<file path="config.mk">
export PLATFORM = sky130hd
export DESIGN_NAME = l2req_arbiter
export DESIGN_NICKNAME = d
export VERILOG_FILES = /design/src/rtl/l2req_arbiter_pkg.sv /design/src/rtl/rr_arbiter.sv /design/src/rtl/l2req_arbiter.sv
export SDC_FILE = /design/constraint.sdc
export NUM_CORES = 1
export LEC_CHECK = 0
export ABC_AREA = 1
export CORE_ASPECT_RATIO = 0.6
export CORE_MARGIN = 3
export CORE_UTILIZATION = 42
export CTS_BUF_LIST = sky130_fd_sc_hd__clkbuf_2 sky130_fd_sc_hd__clkbuf_4 sky130_fd_sc_hd__clkbuf_8
export CTS_CLUSTER_SIZE = 20
export DETAILED_ROUTE_END_ITERATION = 16
export GPL_ROUTABILITY_DRIVEN = 1
export PLACE_DENSITY = 0.9
export SYNTH_ARGS = -nofsm -noshare
export SYNTH_HDL_FRONTEND = slang
export SYNTH_SLANG_ARGS = --single-unit
</file>
<file path="constraint.sdc">
create_clock -name clk -period 3.4 [get_ports clk]
set_input_delay 0.68 -clock clk [delete_from_list [all_inputs] [get_ports clk]]
set_output_delay 0.68 -clock clk [all_outputs]
set_load 0.1 [all_outputs]
</file>
<file path="src/rtl/l2req_arbiter_pkg.sv">
// Shared types and constants for the per-core L2 request arbiter.
package l2req_arbiter_pkg;

  localparam int unsigned NUM_L2_REQUESTERS = 3;
  localparam int unsigned REQ_ICACHE        = 0;
  localparam int unsigned REQ_DCACHE        = 1;
  localparam int unsigned REQ_STBUF         = 2;

  localparam int unsigned CORE_W = 4;
  localparam int unsigned OP_W   = 2;
  localparam int unsigned ADDR_W = 32;

  typedef struct packed {
    logic              valid;
    logic [CORE_W-1:0] core;
    logic [OP_W-1:0]   op;
    logic [ADDR_W-1:0] addr;
  } l2req_packet_t;

  // Explicit modulo wrap; idx is never more than 2*n-1 here.
  function automatic int unsigned rr_wrap(input int unsigned idx, input int unsigned n);
    return (idx >= n) ? (idx - n) : idx;
  endfunction

endpackage

</file>
<file path="src/rtl/rr_arbiter.sv">
// Round-robin arbiter: one-hot grant searching from the slot after the last winner.
module rr_arbiter
  import l2req_arbiter_pkg::*;
#(
  parameter int unsigned N = 3
) (
  input  logic         clk,
  input  logic         reset_n,
  input  logic [N-1:0] request,
  input  logic         update_lru,
  output logic [N-1:0] grant_oh
);

  localparam int unsigned PTR_W = (N > 1) ? $clog2(N) : 1;

  logic [PTR_W-1:0] r_ptr;
  logic [PTR_W-1:0] w_next_ptr;
  logic [PTR_W-1:0] w_cand;
  logic             w_found;

  always_comb begin
    grant_oh   = '0;
    w_next_ptr = r_ptr;
    w_cand     = '0;
    w_found    = 1'b0;
    for (int unsigned k = 1; k <= N; k++) begin
      w_cand = PTR_W'(rr_wrap(32'(r_ptr) + k, N));
      if (!w_found && request[w_cand]) begin
        w_found          = 1'b1;
        grant_oh[w_cand] = 1'b1;
        w_next_ptr       = w_cand;
      end
    end
  end

  // Reset to N-1 so index 0 is the first winner.
  always_ff @(posedge clk or negedge reset_n) begin
    if (!reset_n) begin
      r_ptr <= PTR_W'(N - 1);
    end else if (update_lru) begin
      r_ptr <= w_next_ptr;
    end
  end

endmodule

</file>
<file path="src/rtl/l2req_arbiter.sv">
// Shares one core's L2 request port between icache, dcache and store buffer
// through a round-robin grant feeding a single output holding register.
module l2req_arbiter
  import l2req_arbiter_pkg::*;
#(
  parameter int unsigned NUM_REQUESTERS = NUM_L2_REQUESTERS,
  parameter int unsigned CORE_ID        = 0
) (
  input  logic                      clk,
  input  logic                      reset_n,
  input  logic [NUM_REQUESTERS-1:0] req_valid,
  input  l2req_packet_t             req_packet [NUM_REQUESTERS],
  output logic [NUM_REQUESTERS-1:0] req_ack,
  input  logic                      l2req_ready,
  output l2req_packet_t             l2req_packet,
  output logic                      pc_event_l2req_stall
);

  l2req_packet_t               r_pkt;
  l2req_packet_t               w_sel;
  logic                        w_can_load;
  logic                        w_update;
  logic [NUM_REQUESTERS-1:0]   w_grant_oh;

  assign w_can_load = !r_pkt.valid || l2req_ready;
  assign w_update   = w_can_load && (|req_valid);

  rr_arbiter #(.N(NUM_REQUESTERS)) u_rr (
    .clk        (clk),
    .reset_n    (reset_n),
    .request    (req_valid),
    .update_lru (w_update),
    .grant_oh   (w_grant_oh)
  );

  assign req_ack = (w_can_load && reset_n) ? w_grant_oh : '0;

  // One-hot grant mux; valid is forced because occupancy is ours, not the requester's.
  always_comb begin
    w_sel = '0;
    for (int unsigned i = 0; i < NUM_REQUESTERS; i++) begin
      if (req_ack[i]) begin
        w_sel = req_packet[i];
      end
    end
    w_sel.valid = 1'b1;
  end

  always_ff @(posedge clk or negedge reset_n) begin
    if (!reset_n) begin
      r_pkt <= '0;
    end else if (|req_ack) begin
      r_pkt <= w_sel;
    end else if (l2req_ready && r_pkt.valid) begin
      r_pkt.valid <= 1'b0;
    end
  end

  assign l2req_packet         = r_pkt;
  assign pc_event_l2req_stall = r_pkt.valid && !l2req_ready;

`ifndef SYNTHESIS
  a_ack_onehot: assert property (@(posedge clk) disable iff (!reset_n) $onehot0(req_ack));
  a_hold_stable: assert property (@(posedge clk) disable iff (!reset_n)
    (r_pkt.valid && !l2req_ready) |=> $stable(r_pkt));
  for (genvar gi = 0; gi < NUM_REQUESTERS; gi++) begin : g_core_chk
    a_core: assert property (@(posedge clk) disable iff (!reset_n)
      req_valid[gi] |-> (req_packet[gi].core == CORE_W'(CORE_ID)));
  end
`endif

endmodule

</file>
### Yosys cells after proc, flatten, opt, wreduce, memory -nomap -nowiden

Cells that the tools add are included.

* bitwise operators: 2
* $add $sub $neg: 6
* reduce and logical (&&, ||, !) cells: 19
* order comparisons: 9
* muxes and demuxes: 29

Operators by type and width (count)
* 2-to-1 mux 38 bit: 3
* 2-to-1 mux 2 bit: 6
* 2-to-1 mux 3 bit: 4
* 2-to-1 mux 1 bit: 10
* >= comparator 3 x 2 -> 1 bit, second input constant: 3
* logical AND 1 bit: 9
* < comparator 2 x 3 -> 1 bit, second input constant: 3
* adder 2 x 2 -> 3 bit, second input constant: 2
* binary-select mux 1 bit (select 2 bit): 3
* demux 1 bit (select 2 bit): 3
* >= comparator 2 x 1 -> 1 bit, second input constant: 3
* bitwise OR 3 bit: 2
* OR reduction 3 bit: 2
* subtractor 2 bit, second input constant: 3
* zero test 1 bit: 4
* adder 2 x 1 -> 3 bit, second input constant: 1
* nonzero test 3 bit: 1
* AND reduction 2 bit: 1
* nonzero test 2 bit: 1
* logical OR 1 bit: 1

* word-level logic and storage cells: 70
* output and inout port bits: 43
* flip-flop bits (word level): 41

### Logic depth before layout (Yosys ltp)

* depth after elaboration: 16
* depth in mapped cells: 18
* depth with buffers taken out: 16

### Cells and area by module

A second synthesis with hierarchy kept.

* cells, all modules: 512
* area, all modules: 3353.2 µm²

By module, submodules not included
* l2req_arbiter: times used 1, cells each 441, seq. area each 975.9 µm², area an instance 2941.6 µm²
* rr_arbiter: times used 1, cells each 71, seq. area each 51.3 µm², area an instance 411.6 µm²

### Worst setup path after synthesis

Ideal clock, no wire load.

* path type: reg2out
* start point: register r_pkt, in the netlist l2req_packet[38]
* end point: output port req_ack[1]
* setup slack: -0.940 ns
* cell stages (with the launch flop): 10
* data required time: 2.720 ns
* arrival: 3.660 ns
* buffers on the path: 2
* cells stage by stage: dfrtp_1 inv_1 nor2_1 inv_1 nand2_1 clkinv_1 clkbuf_1 nand2_2 buf_2 inv_1

* cells in the longest elaborated chain, start to end: 4

RTL lines
* start, declared: line l2req_arbiter.sv:19 `l2req_packet_t r_pkt;`
* start signal, assigned: line l2req_arbiter.sv:53 `r_pkt <= w_sel;`
* zero test 1 bit: line l2req_arbiter.sv:25 `assign w_can_load = !r_pkt.valid || l2req_ready;`
* logical OR 1 bit: line l2req_arbiter.sv:25
* logical AND 1 bit: line l2req_arbiter.sv:36 `assign req_ack = (w_can_load && reset_n) ? w_grant_oh : '0;`
* 2-to-1 mux 3 bit: line l2req_arbiter.sv:36
* end, declared: line l2req_arbiter.sv:13 `output logic [NUM_REQUESTERS-1:0] req_ack,`

No other way between the ends.

### Worst setup path in the final report

* start point: register u_rr.r_ptr[1]
* end point: output port req_ack[1]

* cells in the longest elaborated chain, start to end: 13

RTL lines
* start, declared: line rr_arbiter.sv:16 `logic [PTR_W-1:0] r_ptr;`
* start signal, assigned: line rr_arbiter.sv:39 `r_ptr <= PTR_W'(N - 1);`
* start signal, assigned: line rr_arbiter.sv:41 `r_ptr <= w_next_ptr;`
* adder 2 x 1 -> 3 bit: line rr_arbiter.sv:27 `w_cand = PTR_W'(rr_wrap(32'(r_ptr) + k, N));`
* >= comparator 3 x 2 -> 1 bit or subtractor 2 bit (tied branches): line l2req_arbiter_pkg.sv:22 `return (idx >= n) ? (idx - n) : idx;`
* 2-to-1 mux 2 bit: line l2req_arbiter_pkg.sv:22
* < comparator 2 x 3 -> 1 bit (not written as such) (tied with other cells): line rr_arbiter.sv:30 `grant_oh[w_cand] = 1'b1;`
* logical AND 1 bit (not written as such) or 2-to-1 mux 1 bit (tied branches): line rr_arbiter.sv:30, rr_arbiter.sv:28
* 2-to-1 mux 1 bit, on equally long branches: line rr_arbiter.sv:30, rr_arbiter.sv:28
* demux 1 bit (select 2 bit) or zero test 1 bit (tied branches)
* 2-to-1 mux 3 bit or logical AND 1 bit (tied branches): line rr_arbiter.sv:28 `if (!w_found && request[w_cand]) begin`
* bitwise OR 3 bit (no source line) or 2-to-1 mux 1 bit (tied branches)
* 2-to-1 mux 3 bit or zero test 1 bit (tied branches): line rr_arbiter.sv:28
* bitwise OR 3 bit (no source line) or logical AND 1 bit (tied branches)
* 2-to-1 mux 3 bit *: line rr_arbiter.sv:28
* 2-to-1 mux 3 bit *: line l2req_arbiter.sv:36

Every way passes the cells marked *; elsewhere a longest branch is shown, timed or not. The select of a mux whose other input is x is not followed.

==> impl_metrics.py <==
metrics = {
    "sta": {
        "fin_skew_ns": 0.00906,
        "worstMarginPinSlew_ns": 0.996,
        "layout_setup_ws_ns": 0.190,
        "hold_violations": 0,
        "slew_headroom_pct": 33.4,
        "tns_ns": 0,
        "rsz0062_at_grt": "false",
        "drv_slew": 0,
        "fmax_mhz": 311,
        "post-route-period-util_pct": 94.4,
        "setup_violations": 0,
        "period_needed_ns": 3.21,
    },
    "cts": {
        "clockBufferDepth": 2,
        "root_buffer": "clkbuf_8",
        "cts_hold_buf": 0,
        "cts_tree": "built",
        "clkTransAtPathRegs_ns": 0.09,
        "cts_buffers": 5,
        "cts_max_level": 2,
        "clock-sinks": 41,
        "clock_latency_ns": 0.30,
    },
    "cells_and_area": {
        "antenna_cells": 0,
        "drive_gt1_share_pct": 11.9,
        "fin_nets": 775,
        "synthToLayoutAreaGrowth_pct": 51.1,
    },
    "critical_path": {
        "path_class": "reg2out",
        "r2r-start": "u_rr.r_ptr[1]$_DFFE_PN1P_",
        "cp-end-kind": "output pin",
        "startpoint": "u_rr.r_ptr[1]$_DFFE_PN1P_",
        "worstPathCellList": "inv_1 > ha_4 > inv_2 > nand2_4 > nand3_4 > nand2_4 > nand3_1 > nand2_1 > clkinvlp_4 > nand2_8 > nand2_2 > inv_1 > buf_12",
        "slowest_delay_ns": 0.55,
        "cp_top_family": "simple AND/OR/NAND/NOR gates",
        "crit_required_ns": 2.72,
        "path_max_fanout": 12,
        "arrival_ns": 2.53,
        "worstSetupStartpointType": "register",
        "crit_buf_inv": 5,
        "worst_path_max_delay_cell": "dfstp_2",
    },
    "status": {
        "status": "completed",
    },
    "routing": {
        "dr.first_iter.drc_count": 280,
        "drt.antenna.violating_nets": 0,
        "drcViolationCount": 0,
        "wl_per_cell_um": 15.9,
        "vias": 3953,
        "viasPerCell": 5.26,
        "first_pass_iters": 5,
        "finalWirelength_um": 11900,
    },
    "place": {
        "routabilityCongestion": 0.934,
        "portBuffers": 162,
        "hpwl_um": 8430,
        "pre_cts_ws_ns": 0.268,
    },
    "grt": {
        "grt_overflow": 0,
        "first_global_vias": 3712,
        "grtUsageTotal_pct": 24.9,
        "grt_max_degree": 116,
        "antenna_found_initial": 0,
        "grt_pass1_wl_um": 18800,
    },
    "yosys": {
        "ys.warnings.count": 0,
        "syn_avg_cell_area_sq_um": 6.77,
        "ys.flop_type": "dfrtp_1",
        "synth_mux_area_share_pct": 0,
        "netlist-cell-type-count": 30,
        "synthesis.area_sq_um": 3420,
        "synth_edf_count": 0,
        "synthSimpleGateAreaFrac_pct": 53.4,
        "syn-num-nets": 634,
        "synth_top_area_share_pct": 29.3,
        "async_flop_share_pct": 100,
        "synth_top_family_by_area": "simple AND/OR/NAND/NOR gates",
        "synth_adder_area_share_pct": 2.19,
        "synth_compound_area_share_pct": 0.841,
        "yosys_register_bits": 41,
        "synth_common_cells": "nand2_1 (179), nand4_1 (77), inv_1 (50), dfrtp_1 (40), nand3_1 (38)",
        "syn_inst": 505,
        "synth.area.top_cells": "dfrtp_1 (29%), nand2_1 (20%), nand4_1 (14%)",
        "yosysSeqAreaShare_pct": 30.0,
        "synth_xor_area_share_pct": 0,
        "synth_area_leader_cell": "dfrtp_1",
        "synth_most_common_cell": "nand2_1",
    },
    "die": {
        "rows": 24,
        "coreArea_sq_um": 7570,
        "dieHeight_um": 75.9,
        "ios": 166,
        "initial_utilization_pct": 45.2,
        "die_area_sq_um": 9300,
        "die_w_um": 123,
    },
    "min_path": {
        "min_path_type": "in2async",
    },
    "flow_run": {
        "cap_violations": 0,
    },
}
==> repair_timing <==
action | CTS | global route
buffers inserted | 0 | 1
gates resized for setup | 0 | 5
setup endpoints to repair | 0 | 1
==> metal layers <==
layer | global-route usage, % | wire length (um) | vias to the layer above
met5 | 0 | 0 | -
met2 | 40.7 | 5500 | 204
met1 | 33.4 | 4970 | 1803
met3 | 6.55 | 1280 | 21
li1 | - | - | 1925
met4 | 4.92 | 192 | 0
==> kinds of logic (layout without fill, tap and decap cells) <==
group / count (synthesis) / count (layout)
buffers and inverters: 95 / 236
and+or+nand+nor: 358 / 359
adders and majority gates: 6 / 6
DFF: 41 / 41
AOI/OAI and AO/OA: 5 / 5
==> path summary, 6_finish.rpt <==
path | endpoint | slack (ns) | depth (start not counted)
setup reg to reg | l2req_packet[33]$_DFFE_PN0P_ | 0.70 | 15
hold / removal | u_rr.r_ptr[0]$_DFFE_PN0P_ | 0.47 | 2
min in group clk | l2req_packet[13]$_DFFE_PN0P_ | 0.54 | 2
max in group asynchronous | l2req_packet[31]$_DFFE_PN0P_ | 2.54 | 2
hold reg to reg | l2req_packet[13]$_DFFE_PN0P_ | 0.54 | 2
setup / recovery | req_ack[1] | 0.19 | 13
==> registers in the layout, indices dropped and copies added, names as in the netlist <==
register / count
l2req_packet: 39
u_rr.r_ptr: 2
==> stage by stage <==
| stage | hold WS [ns] | std cells | util (%) | instance area (sq um) |
|---|---|---|---|---|
| floorplan | 0.384 | 505 | - | 3430 |
| global placement | 0.517 | 741 | 65.9 | 4990 |
| detailed placement | 0.523 | 741 | 65.9 | 4990 |
| CTS | 0.488 | 749 | 67.7 | 5130 |
| global route | 0.509 | 751 | 68.3 | 5170 |
| finish | 0.469 | 751 | 68.3 | 5170 |
==> layout by cell type, fill, tap and decap left out, types with 2 or more instances in the layout <==
master             n
nand2_4            5
dfrtp_1           39
nand3_1           38
ha_1               5
inv_2              5
buf_4             30
nor2_1             2
nand3_2           11
nand2_1          179
clkdlybuf4s50_1  138
or2_1              2
nand4_1           77
inv_1             49
o21ai_0            2
bufinv_16          2
clkbuf_8           5
or2_0             36
buf_12             4
nand2_2            5
==> final cells by class <==
class | count | area [sq um]
Multi-Input combinational cell | 370 | 1970
Timing Repair Buffer | 173 | 1690
Fill cell | 629 | 2400
Tap cell | 104 | 130
Inverter | 55 | 210
Sequential cell | 41 | 1030
Clock buffer | 5 | 68.8
Clock inverter | 3 | 68.8
Power is not shown: default switching activity piles up to over one toggle a cycle in this logic, so the estimate is an artifact.
